<file path="config.mk">
export PLATFORM = sky130hd
export DESIGN_NAME = chargen_arbiter
export DESIGN_NICKNAME = d
export VERILOG_FILES = /design/src/rtl/chargen_pkg.sv /design/src/rtl/chargen_wr_fifo.sv /design/src/rtl/chargen_arbiter.sv
export SDC_FILE = /design/constraint.sdc
export NUM_CORES = 1
export LEC_CHECK = 0
export ABC_AREA = 1
export BUFFER_PORTS_ARGS = -buffer_cell sky130_fd_sc_hd__buf_2
export CAP_MARGIN = 20
export CORE_ASPECT_RATIO = 0.75
export CORE_MARGIN = 5
export CORE_UTILIZATION = 58
export CTS_BUF_LIST = sky130_fd_sc_hd__clkbuf_2 sky130_fd_sc_hd__clkbuf_4 sky130_fd_sc_hd__clkbuf_8
export DETAILED_ROUTE_END_ITERATION = 16
export GPL_TIMING_DRIVEN = 0
export PLACE_DENSITY = 0.83
export SYNTH_ARGS = -nofsm -noshare
export SYNTH_HDL_FRONTEND = slang
export SYNTH_HIERARCHICAL = 1
export SYNTH_SLANG_ARGS = --single-unit
export TNS_END_PERCENT = 1
</file>
<file path="constraint.sdc">
create_clock -name clk_sys -period 2.54 [get_ports clk_sys]
set_input_delay 0.381 -clock clk_sys [delete_from_list [all_inputs] [get_ports clk_sys]]
set_output_delay 0.381 -clock clk_sys [all_outputs]
set_load 0.02 [all_outputs]
</file>
<file path="src/rtl/chargen_pkg.sv">
// Shared types and constants for the character RAM arbiter.
package chargen_pkg;

  localparam int unsigned CHAR_BANK_AW = 13;
  localparam int unsigned CHAR_RAM_AW  = CHAR_BANK_AW + 1;
  localparam int unsigned CHAR_DW      = 8;
  localparam int unsigned ROM_ID_W     = 6;
  localparam int unsigned ID_BL_DEF    = 12;
  localparam int unsigned ID_BH_DEF    = 13;

  // One buffered download byte bound for the character RAM.
  typedef struct packed {
    logic                    bank;
    logic [CHAR_BANK_AW-1:0] addr;
    logic [CHAR_DW-1:0]      data;
  } chargen_wr_t;

  typedef enum logic {
    ARB_IDLE  = 1'b0,
    ARB_WRITE = 1'b1
  } arb_state_e;

endpackage

</file>
<file path="src/rtl/chargen_wr_fifo.sv">
// Small synchronous FIFO buffering download writes until the RAM is idle.
module chargen_wr_fifo
  import chargen_pkg::*;
#(
  parameter int unsigned DEPTH = 4,
  localparam int unsigned PTR_W = $clog2(DEPTH),
  localparam int unsigned CNT_W = $clog2(DEPTH) + 1
) (
  input  logic             clk_sys,
  input  logic             reset_n,
  input  logic             push_i,
  input  chargen_wr_t      wdata_i,
  input  logic             pop_i,
  output chargen_wr_t      rdata_o,
  output logic [CNT_W-1:0] count_o,
  output logic             full_o,
  output logic             empty_o
);

  chargen_wr_t      mem_q [DEPTH];
  logic [PTR_W-1:0] wr_ptr_q;
  logic [PTR_W-1:0] rd_ptr_q;
  logic [CNT_W-1:0] count_q;
  logic             push_ok;
  logic             pop_ok;

  assign full_o  = (count_q == CNT_W'(DEPTH));
  assign empty_o = (count_q == '0);
  assign push_ok = push_i && !full_o;
  assign pop_ok  = pop_i && !empty_o;
  assign rdata_o = mem_q[rd_ptr_q];
  assign count_o = count_q;

  // Storage needs no reset: pointers and count define what is valid.
  always_ff @(posedge clk_sys) begin
    if (push_ok) begin
      mem_q[wr_ptr_q] <= wdata_i;
    end
  end

  // Pointer and occupancy tracking; push and pop together leave count unchanged.
  always_ff @(posedge clk_sys or negedge reset_n) begin
    if (!reset_n) begin
      wr_ptr_q <= '0;
      rd_ptr_q <= '0;
      count_q  <= '0;
    end else begin
      if (push_ok) begin
        wr_ptr_q <= wr_ptr_q + PTR_W'(1);
      end
      if (pop_ok) begin
        rd_ptr_q <= rd_ptr_q + PTR_W'(1);
      end
      case ({push_ok, pop_ok})
        2'b10:   count_q <= count_q + CNT_W'(1);
        2'b01:   count_q <= count_q - CNT_W'(1);
        default: count_q <= count_q;
      endcase
    end
  end

endmodule

</file>
<file path="src/rtl/chargen_arbiter.sv">
// Shares the single-port character RAM between video dot fetches (priority,
// fixed 3-cycle latency) and buffered ROM download writes.
module chargen_arbiter
  import chargen_pkg::*;
#(
  parameter int unsigned FIFO_DEPTH = 4,
  parameter int unsigned ID_BL      = ID_BL_DEF,
  parameter int unsigned ID_BH      = ID_BH_DEF
) (
  input  logic        clk_sys,
  input  logic        reset_n,
  input  logic        profile,
  input  logic        vid_req,
  input  logic [12:0] dotA,
  output logic [7:0]  dotD,
  output logic        dot_valid,
  input  logic [5:0]  rom_id,
  input  logic [13:0] rom_addr,
  input  logic        rom_wr,
  input  logic [7:0]  rom_data,
  output logic        rom_wait,
  output logic [13:0] ram_addr,
  output logic        ram_we,
  output logic [7:0]  ram_din,
  input  logic [7:0]  ram_q,
  output logic [1:0]  bank_loaded,
  output logic        overflow
);

  localparam int unsigned CNT_W = $clog2(FIFO_DEPTH) + 1;

  arb_state_e                          state_q;
  arb_state_e                          state_d;
  logic                                pop_c;
  logic                                accept_c;
  chargen_wr_t                         fifo_wdata;
  chargen_wr_t                         fifo_rdata;
  logic [CNT_W-1:0]                    fifo_count;
  logic                                fifo_full;
  logic                                fifo_empty;

  logic [CHAR_RAM_AW-1:0]              ram_addr_q;
  logic [CHAR_RAM_AW-1:0]              ram_addr_d;
  logic                                ram_we_q;
  logic                                ram_we_d;
  logic [CHAR_DW-1:0]                  ram_din_q;
  logic [CHAR_DW-1:0]                  ram_din_d;

  logic                                vid_d1_q;
  logic                                vid_d2_q;
  logic [CHAR_DW-1:0]                  dotD_q;
  logic                                dot_valid_q;
  logic                                overflow_q;
  logic [1:0]                          bank_loaded_q;
  logic [1:0][CHAR_BANK_AW-1:0]        wr_cnt_q;

  assign accept_c = rom_wr && !rom_addr[CHAR_BANK_AW] &&
                    ((rom_id == ROM_ID_W'(ID_BL)) || (rom_id == ROM_ID_W'(ID_BH)));

  assign fifo_wdata = '{bank: (rom_id == ROM_ID_W'(ID_BH)),
                        addr: rom_addr[CHAR_BANK_AW-1:0],
                        data: rom_data};

  chargen_wr_fifo #(
    .DEPTH (FIFO_DEPTH)
  ) u_wr_fifo (
    .clk_sys (clk_sys),
    .reset_n (reset_n),
    .push_i  (accept_c),
    .wdata_i (fifo_wdata),
    .pop_i   (pop_c),
    .rdata_o (fifo_rdata),
    .count_o (fifo_count),
    .full_o  (fifo_full),
    .empty_o (fifo_empty)
  );

  // Loader backpressure straight from the occupancy register.
  assign rom_wait = (fifo_count >= CNT_W'(FIFO_DEPTH - 1));

  // Arbiter state register.
  always_ff @(posedge clk_sys or negedge reset_n) begin
    if (!reset_n) begin
      state_q <= ARB_IDLE;
    end else begin
      state_q <= state_d;
    end
  end

  // Next state and next RAM port values; a video request this cycle blocks any write launch.
  always_comb begin
    state_d    = state_q;
    pop_c      = 1'b0;
    ram_addr_d = ram_addr_q;
    ram_we_d   = 1'b0;
    ram_din_d  = ram_din_q;
    if (vid_req) begin
      ram_addr_d = {profile, dotA};
    end
    case (state_q)
      ARB_IDLE: begin
        if (!fifo_empty && !vid_req) begin
          state_d    = ARB_WRITE;
          pop_c      = 1'b1;
          ram_addr_d = {fifo_rdata.bank, fifo_rdata.addr};
          ram_we_d   = 1'b1;
          ram_din_d  = fifo_rdata.data;
        end
      end
      ARB_WRITE: begin
        state_d = ARB_IDLE;
      end
      default: begin
        state_d = ARB_IDLE;
      end
    endcase
  end

  // Registered RAM port.
  always_ff @(posedge clk_sys or negedge reset_n) begin
    if (!reset_n) begin
      ram_addr_q <= '0;
      ram_we_q   <= 1'b0;
      ram_din_q  <= '0;
    end else begin
      ram_addr_q <= ram_addr_d;
      ram_we_q   <= ram_we_d;
      ram_din_q  <= ram_din_d;
    end
  end

  // Video return pipeline: address out, RAM read, then capture into dotD.
  always_ff @(posedge clk_sys or negedge reset_n) begin
    if (!reset_n) begin
      vid_d1_q    <= 1'b0;
      vid_d2_q    <= 1'b0;
      dot_valid_q <= 1'b0;
      dotD_q      <= '0;
    end else begin
      vid_d1_q    <= vid_req;
      vid_d2_q    <= vid_d1_q;
      dot_valid_q <= vid_d2_q;
      if (vid_d2_q) begin
        dotD_q <= ram_q;
      end
    end
  end

  // Sticky drop flag and per-bank write counters that flag a bank once 8K writes land.
  always_ff @(posedge clk_sys or negedge reset_n) begin
    if (!reset_n) begin
      overflow_q    <= 1'b0;
      bank_loaded_q <= '0;
      wr_cnt_q      <= '0;
    end else begin
      if (accept_c && fifo_full) begin
        overflow_q <= 1'b1;
      end
      if (ram_we_q) begin
        wr_cnt_q[ram_addr_q[CHAR_BANK_AW]] <= wr_cnt_q[ram_addr_q[CHAR_BANK_AW]] + CHAR_BANK_AW'(1);
        if (wr_cnt_q[ram_addr_q[CHAR_BANK_AW]] == {CHAR_BANK_AW{1'b1}}) begin
          bank_loaded_q[ram_addr_q[CHAR_BANK_AW]] <= 1'b1;
        end
      end
    end
  end

  assign dotD        = dotD_q;
  assign dot_valid   = dot_valid_q;
  assign ram_addr    = ram_addr_q;
  assign ram_we      = ram_we_q;
  assign ram_din     = ram_din_q;
  assign bank_loaded = bank_loaded_q;
  assign overflow    = overflow_q;

endmodule

</file>
# Word level (Yosys, flattened, before mapping)
# Memories as Yosys holds them, arrays and structs flattened.
# Index checks and enable logic that the tools add are counted.
totals:
  register_bits: 71
  ramBits: 88
  input_bits: 54
  output_inout_bits: 36
  elab_cells: 64
  mem_count: 1
mem_list:
  columns: ["name", "words", "word_bits", "rd", "rd_clocked_by_memory_dff", "write_ports", "line", "rtl"]
  rows:
  - ["u_wr_fifo.mem_q", 4, 22, 1, 0, 1, "chargen_wr_fifo.sv:20", "chargen_wr_t mem_q [DEPTH];"]
op_classes:
  add_sub_neg: 5
  n_lt_le_gt_ge: 3
  eq_ne: 6
  mux: 16
  bitwise_logic: 2
  reduce_logical: 16
op_table:
  columns: ["cell", "count"]
  rows:
  - ["14-bit two-way mux", 3]
  - ["13-bit two-way mux", 3]
  - ["26-bit bitwise mux", 1]
  - ["13-bit by 1-bit adder with 13-bit output (second input constant)", 1]
  - ["13-bit demux with 1-bit select", 1]
  - ["13-bit equality test (second input constant)", 1]
  - ["6-bit by 4-bit equality test with 1-bit output (second input constant)", 2]
  - ["1-bit logical AND", 7]
  - ["3-bit case mux with 2 select lines", 1]
  - ["1-bit two-way mux", 5]
  - ["2-bit by 1-bit adder with 2-bit output (second input constant)", 2]
  - ["1-bit zero test", 4]
  - ["2-bit AND reduction", 2]
  - ["3-bit by 1-bit adder with 3-bit output (second input constant)", 1]
  - ["3-bit equality test (second input constant)", 1]
  - ["3-bit by 2-bit greater-or-equal comparator with 1-bit output (second input constant)", 1]
  - ["3-bit zero test", 1]
  - ["3-bit by 1-bit subtractor with 3-bit output (second input constant)", 1]
  - ["2-bit by 1-bit equality test with 1-bit output (second input constant)", 1]
  - ["2-bit equality test (second input constant)", 1]
  - ["1-bit by 2-bit < comparator with 1-bit output (second input constant)", 1]
  - ["2-bit OR", 1]
  - ["1-bit case mux with 2 select lines", 1]
  - ["2-bit nonzero test", 1]
  - ["4 further kinds", 4]

# Depth between registers and ports, before layout
# Gate-level depths: netlist of the first run.
logic_depth:
  depth_word: 8
  ltp_mapped: 16
  ltp_nobuf: 16

# Cells and area by module
# Netlist of the first run, hierarchy kept.
by_module_without_submodules:
  columns: ["module", "instances", "cells_each", "area_per_inst_um2", "seq_area_each_um2"]
  rows:
  - ["chargen_wr_fifo", 1, 317, 3971.3, 2817.7]
  - ["chargen_arbiter", 1, 343, 2984.1, 1576.5]

# Worst setup path after synthesis of the first run
# No wires, ideal clock.
synth_timing:
  path_kind: "input to register"
  startpoint: "input port rom_id[5]"
  endpoint: "memory u_wr_fifo/mem_q[0][0] (netlist bit) (enable)"
  setup_time_ns: 0.401
  arrival_ns: 2.130
  required_ns: 2.139
  path_slack_ns: 0.010
  path_stages: 5
  path_buffers: 0
  cell_sequence: "nor2_1 nand3_1 nor4_1 nand2_1 nor2_1"
synth_between:
  elab_chain_cells: 6
  elab_cells_between_ends: 7
  classes_between: "eq/ne (2); mux (2); reduce/logical (3)"
synth_lines:
  columns: ["element", "line", "rtl"]
  rows:
  - ["from (decl)", "chargen_arbiter.sv:17", "input logic [5:0] rom_id,"]
  - ["6-bit by 4-bit equality test with 1-bit output", "chargen_arbiter.sv:58", "((rom_id == ROM_ID_W'(ID_BL)) || (rom_id == ROM_ID_W'(ID_BH)));"]
  - ["1-bit logical OR *", "chargen_arbiter.sv:58", null]
  - ["1-bit logical AND *", "chargen_arbiter.sv:57", "assign accept_c = rom_wr && !rom_addr[CHAR_BANK_AW] &&"]
  - ["named net accept_c", "chargen_arbiter.sv:35", "logic accept_c;"]
  - ["1-bit logical AND *", "chargen_wr_fifo.sv:29", "assign push_ok = push_i && !full_o;"]
  - ["1-bit two-way mux *", "chargen_wr_fifo.sv:36", "if (push_ok) begin"]
  - ["1-bit two-way mux (not written as such) *", "chargen_wr_fifo.sv:37", "mem_q[wr_ptr_q] <= wdata_i;"]
  - ["to (decl)", "chargen_wr_fifo.sv:20", null]
# The timed path passes the listed nets; every way through them passes the cells marked *.

# Worst setup path in the final report of the first run
layout_timing:
  startpoint: "input port rom_id[5]"
  endpoint: "memory u_wr_fifo/mem_q[0][19] (netlist bit) (enable)"
# The elaborated chain is that of the path after synthesis.

==> results.md, run 1 <==
- Status: finished, final reports clean
- Most frequent cells in the layout: nand2_1, buf_2, edfxtp_1
- Slew Limit Headroom: 0.3973
- Xor and xnor area share after synthesis: 0.009714
- CP Launch Type: primary input
- CP Class: primary input to register
- Largest family of logic cells by synthesized area: simple AND/OR/NAND/NOR gates
- Pre-CTS WS: -306.5 ps
- YS warnings: 6
- Drt pass-1 iters: 4
- H-tree lvl count: 4
- Die height: 104.8 um
- Global route total overflow: 0
- Root Buffer: clkbuf_8
- Largest net degree at the start of global routing: 71
- Die width: 136.5 um
- CP Data Required Time: 2700 ps
- Mapped cell area: 0.006955 mm^2
- Tmin final: 2375 ps
- Std cell rows: 34
- PwrDens: 955.9 mW/mm^2
- CTS clk-pin slew, worst paths: 80 ps
- Leakage power: 0.003714 uW
- Post-synthesis adder-cell area fraction: 0.01367
- Finished Cell Area: 0.008105 mm^2
- Worst vdd ir: 584.3 uV
- Syn Inst Count: 660
- Distinct cell type count after synthesis: 34
- Setup violations, final: 0
- Post-DRT Antenna Nets: 0
- Layout area overhead: 16.53%
- FMAX: 421.1 MHz
- Top cell type's share of synthesized area: 0.3799
- # hold bufs at CTS: 0
- Reg-to-reg endpoint: u_wr_fifo/count_o[2]
- Pins Over Slew Limit: 0
- 1st-iter DRT viols: 594
- Clock net sink count: 158
- HP Class: primary input to async pin
- Most common cell after layout, fill and taps aside: nand2_1
- Die area: 0.01430 mm^2
- Syn Area/Cell: 10.54 um^2
- Worst-Margin Slew: 904.0 ps
- Vias in the first global route: 5283
- Initial antenna violation count: 1
- Core area: 0.01166 mm^2
- # diodes: 0
- Fin util: 0.6954
- Routed vias/inst: 5.437
- Num CTS Buffers: 17
- Worst R2R Path Depth: 15
- Post-synthesis compound-gate area fraction: 0.08023
- Reg-to-reg setup timing slack: 210 ps
- Drt total wl: 16.25 mm
- Initial core utilization: 0.5967
- Max Root-Sink Buffers: 2
- CTS tree: built
- DR WL/cell: 17.16 um
- Placer Congestion: 0.8325
- Post-Syn Nets: 721
- DP Area: 0.007701 mm^2
- Max-cap violations: 0
- Part of the cycle the worst path needs: 0.9349
- R2r startpoint: u_wr_fifo/count_o[0]
- Layout cells sized above 1: 0.2522
- Seq/Total Area, Yosys: 0.6318
- Global-route wire length before repair: 26.57 mm
- Hpwl dp: 11.29 mm
- Final WS setup: 165.3 ps
- Final Skew: 9.635 ps
- #FFs+latches synth: 158
- Port Buffers: 89
- WP data arrival: 2540 ps
- Largest cells by area after synthesis: edfxtp_1, dfrtp_1, nand2_1
- Clock Latency Late Sink: 450 ps
- I/O pin total: 90
- Critical Path Source: rom_id[5]
- Total global-route track usage: 0.2419
- Nets: 833
- Setup crit end kind: register
- Final hold vios: 0
- Max FO, Critical Path: 12
- Synth area leader: edfxtp_1
- Detailed-route via count: 5149
- Post-synthesis mux area share: 0.01295
- Post-Synth Simple-Gate Area: 0.1867
- DRC violations left: 0
[how the worst max path moves through the flow]
stage / to / cells after the start
finish: u_wr_fifo/mem_q[0][19] / 7
global route: u_wr_fifo/count_o[2] / 15
CTS: u_wr_fifo/count_o[2] / 15
detailed placement: u_wr_fifo/mem_q[0][6] / 7
global placement: u_wr_fifo/mem_q[2][1] / 6
floorplan: u_wr_fifo/mem_q[0][0] / 5
[where the power goes]
part           leakage, uW  internal [uW]  total [uW]  switching, uW
clock network     0.000184            805        1810           1010
logic              0.00185            879        2730           1850
registers          0.00168           3010        3210            199
total              0.00371           4690        7750           3050
[flip-flops by register name (all words and copies together) (netlist names)]
signal and cells:
vid_d2_q 1, bank_loaded 2, u_wr_fifo/wr_ptr_q 2, overflow 1, ram_we 1, wr_cnt_q 26
dot_valid 1, ram_addr 14, dotD 8, vid_d1_q 1, u_wr_fifo/rd_ptr_q 2, ram_din 8
u_wr_fifo/mem_q 88, u_wr_fifo/count_o 3
[Yosys cell counts, drive strengths merged]
cell type  count
xnor2          2
a31oi         14
mux2           8
a21o           2
nor3b          1
o21bai         2
inv           77
fa             1
o21ai         12
o211ai        44
ha             6
clkbuf         8
xor2           4
nand3         30
nor4           1
nor2          31
nand4          3
dfrtp         70
edfxtp        88
buf           18
nand2        238
[cell type report]
cell class / count / area [um^2]
Tap cell: 162 / 202.7
Sequential cell: 158 / 4394
Multi-Input combinational cell: 399 / 2132
Inverter: 77 / 296.5
Buffer: 26 / 160.2
Timing Repair Buffer: 93 / 533.0
Clock buffer: 17 / 234.0
Fill cell: 821 / 3551
Clock inverter: 15 / 152.6
[worst max-delay path, cell delays in order]
cell	delay (ps)
buf_2	90
nor2_1	90
nand3_1	90
nor4_1	550
nand2_1	380
nor2_2	690
buf_8	250
[cell families (layout without fill, tap and decap cells)]
logic type      after synthesis  in the layout
mux                           8              8
buf+inv                     103            228
xor+xnor                      6              6
fa+ha+maj                     7              7
compound gates               74             74
simple gates                304            304
flops                       158            158
[routing by layer]
metal  track usage  part of all wire  vias to the layer above
met2        0.3834              0.49                      229
li1              -                 -                     2405
met3       0.06004             0.084                       18
met1        0.3310              0.42                     2495
met4       0.07986             0.010                        2
met5             0           0.00043                        -
[metrics by stage]
step / total power (uW) / setup TNS (ps) / hold slack [ps] / cells
2_1_floorplan: 5050 / 0 / 85.41 / 660
3_3_place_gp: 5819 / -96150 / 337.7 / 911
3_5_place_dp: 5934 / -14520 / 352.9 / 915
4_1_cts: 7751 / 0 / 25.91 / 947
5_1_grt: 8218 / -47.55 / 19.47 / 947
6_report: 7748 / 0 / 51.07 / 947
[what timing repair did]
| action | 4_1_cts | 5_1_grt |
|---|---|---|
| setup buffers | 0 | 0 |
| setup endpoints to repair | 1 | 2 |
| resized for setup | 1 | 4 |
| hold endpoints to repair | 0 | 0 |
(Power assumes the default switching activity.)
==> run 2, diff against run 1 <==
Settings changed: HOLD_SLACK_MARGIN set to 0.06.
==> run 2 against run 1 <==
  * Global-route usage hardly changed
  * First-iteration DRC count shrank 4.4%
  * Fmax fell by 2.6%
  * Power is 0.17% higher
  * Critical endpoint unchanged
  * Largest power group unchanged
  * Non-clock buffer count grew 1
  * Cell area up 0.12%
  * Sequential share of layout area is 0.067 points lower
  * Utilization is 0.086 points higher
  * Cell count increased by 0.11%
  * Clock skew about the same
==> results.md, run 2 (same netlist as run 1, synthesis figures left out) <==
- Port Buffers: 89
- Max Root-Sink Buffers: 2
- PwrDens: 956.4 mW/mm^2
- Num CTS Buffers: 17
- Routed vias/inst: 5.462
- Max-cap violations: 0
- Number of flip-flops in the largest register: 88
- Core area: 0.01166 mm^2
- R2r startpoint: u_wr_fifo/count_o[0]
- CP Data Required Time: 2700 ps
- Std cell rows: 34
- Clock Latency Late Sink: 460 ps
- Worst hold margin: 48.13 ps
- Initial core utilization: 0.5967
- CTS clk-pin slew, worst paths: 80 ps
- Clock net sink count: 158
- Placer Congestion: 0.8325
- Setup crit end kind: register
- Most frequent cells in the layout: nand2_1, buf_2, edfxtp_1
- Max FO, Critical Path: 12
- Layout cells sized above 1: 0.2519
- Total global-route track usage: 0.2420
- Die area: 0.01430 mm^2
- Hpwl dp: 11.29 mm
- WP data arrival: 2600 ps
- Detailed-route via count: 5178
- Drt pass-1 iters: 5
- Largest net degree at the start of global routing: 71
- I/O pin total: 90
- Global-route wire length before repair: 26.59 mm
- # diodes: 0
- Final hold vios: 0
- HP Class: primary input to async pin
- Layout area overhead: 16.68%
- Worst-Margin Slew: 911.7 ps
- Setup Buffers After CTS: 0
- Critical Path Source: rom_id[5]
- Leakage power: 0.003718 uW
- DRC violations left: 0
- Fin Setup TNS: 0 ps
- Status: finished, final reports clean
- Post-DRT Antenna Nets: 0
- Initial antenna violation count: 1
- Pins Over Slew Limit: 0
- Final Skew: 9.847 ps
- Root Buffer: clkbuf_8
- Die width: 136.5 um
- Tmin final: 2438 ps
- CP Launch Type: primary input
- FMAX: 410.1 MHz
- Drt total wl: 16.35 mm
- Slew Limit Headroom: 0.3922
- Setup violations, final: 0
- Die height: 104.8 um
- Most flops, register: u_wr_fifo/mem_q
- Vias in the first global route: 5285
- Global route total overflow: 0
- DR WL/cell: 17.25 um
- Most common cell after layout, fill and taps aside: nand2_1
- Worst vdd ir: 584.4 uV
- H-tree lvl count: 4
- Nets: 834
- CP Class: primary input to register
- CTS tree: built
- 1st-iter DRT viols: 568
- Part of the cycle the worst path needs: 0.9599
==> run 2: worst max-delay path, cell delays in order <==
cell	delay (ps)
buf_2	90
nor2_1	90
nand3_1	90
nor4_1	590
nand2_1	390
nor2_2	710
buf_8	250
==> run 2: layout make-up <==
class / count / area [um^2]
buffer: 26 / 160.2
clock buffer: 17 / 234.0
clock inverter: 15 / 152.6
fill: 820 / 3541
inverter: 77 / 296.5
multi-input combinational: 399 / 2132
sequential: 158 / 4394
tap: 162 / 202.7
timing repair buffer: 94 / 543.0
==> run 2: worst paths after layout <==
| check | end | slack, ps | depth (start not counted) |
|---|---|---|---|
| max | u_wr_fifo/mem_q[0][19] | 100 | 7 |
| min | dotD[0] | 50 | 1 |
| max reg2reg | u_wr_fifo/count_o[2] | 210 | 15 |
| min reg2reg | vid_d2_q | 360 | 0 |
| max in group asynchronous | ram_addr[6] | 1900 | 1 |
| min in group clk_sys | u_wr_fifo/mem_q[0][12] | 130 | 1 |
==> run 2: report_power, final <==
part | total [uW] | leakage (uW) | internal [uW] | switching [uW]
Sequential | 3210 | 0.00168 | 3010 | 200
Clock | 1810 | 0.000184 | 805 | 1010
Combinational | 2740 | 0.00185 | 880 | 1860
==> run 2: through the flow <==
stage	worst slack, ps	power [uW]	instances	util	cell area [um^2]
4_1_cts	8.153	7752	948	0.6949	8100
5_1_grt	-47.55	8219	948	0.6962	8115
3_5_place_dp	-306.5	5934	915	0.6607	7701
2_1_floorplan	9.655	5050	660	-	6955
3_3_place_gp	-1118	5819	911	0.6523	7604
6_report	101.7	7761	948	0.6962	8115
==> run 2: layer usage <==
metal / up-vias / wire length, um / track usage
li1: 2404 / - / -
met5: - / 7 / 0
met1: 2507 / 6826 / 0.3320
met2: 243 / 7939 / 0.3834
met4: 2 / 169 / 0.07986
met3: 22 / 1411 / 0.05908
==> run 2: timing repair <==
action / in CTS / in global routing
endpoints found under the hold margin: 1 / 0
hold buffers: 1 / 0
setup endpoints to repair: 1 / 2
resized for setup: 1 / 4
cloned: 0 / 0
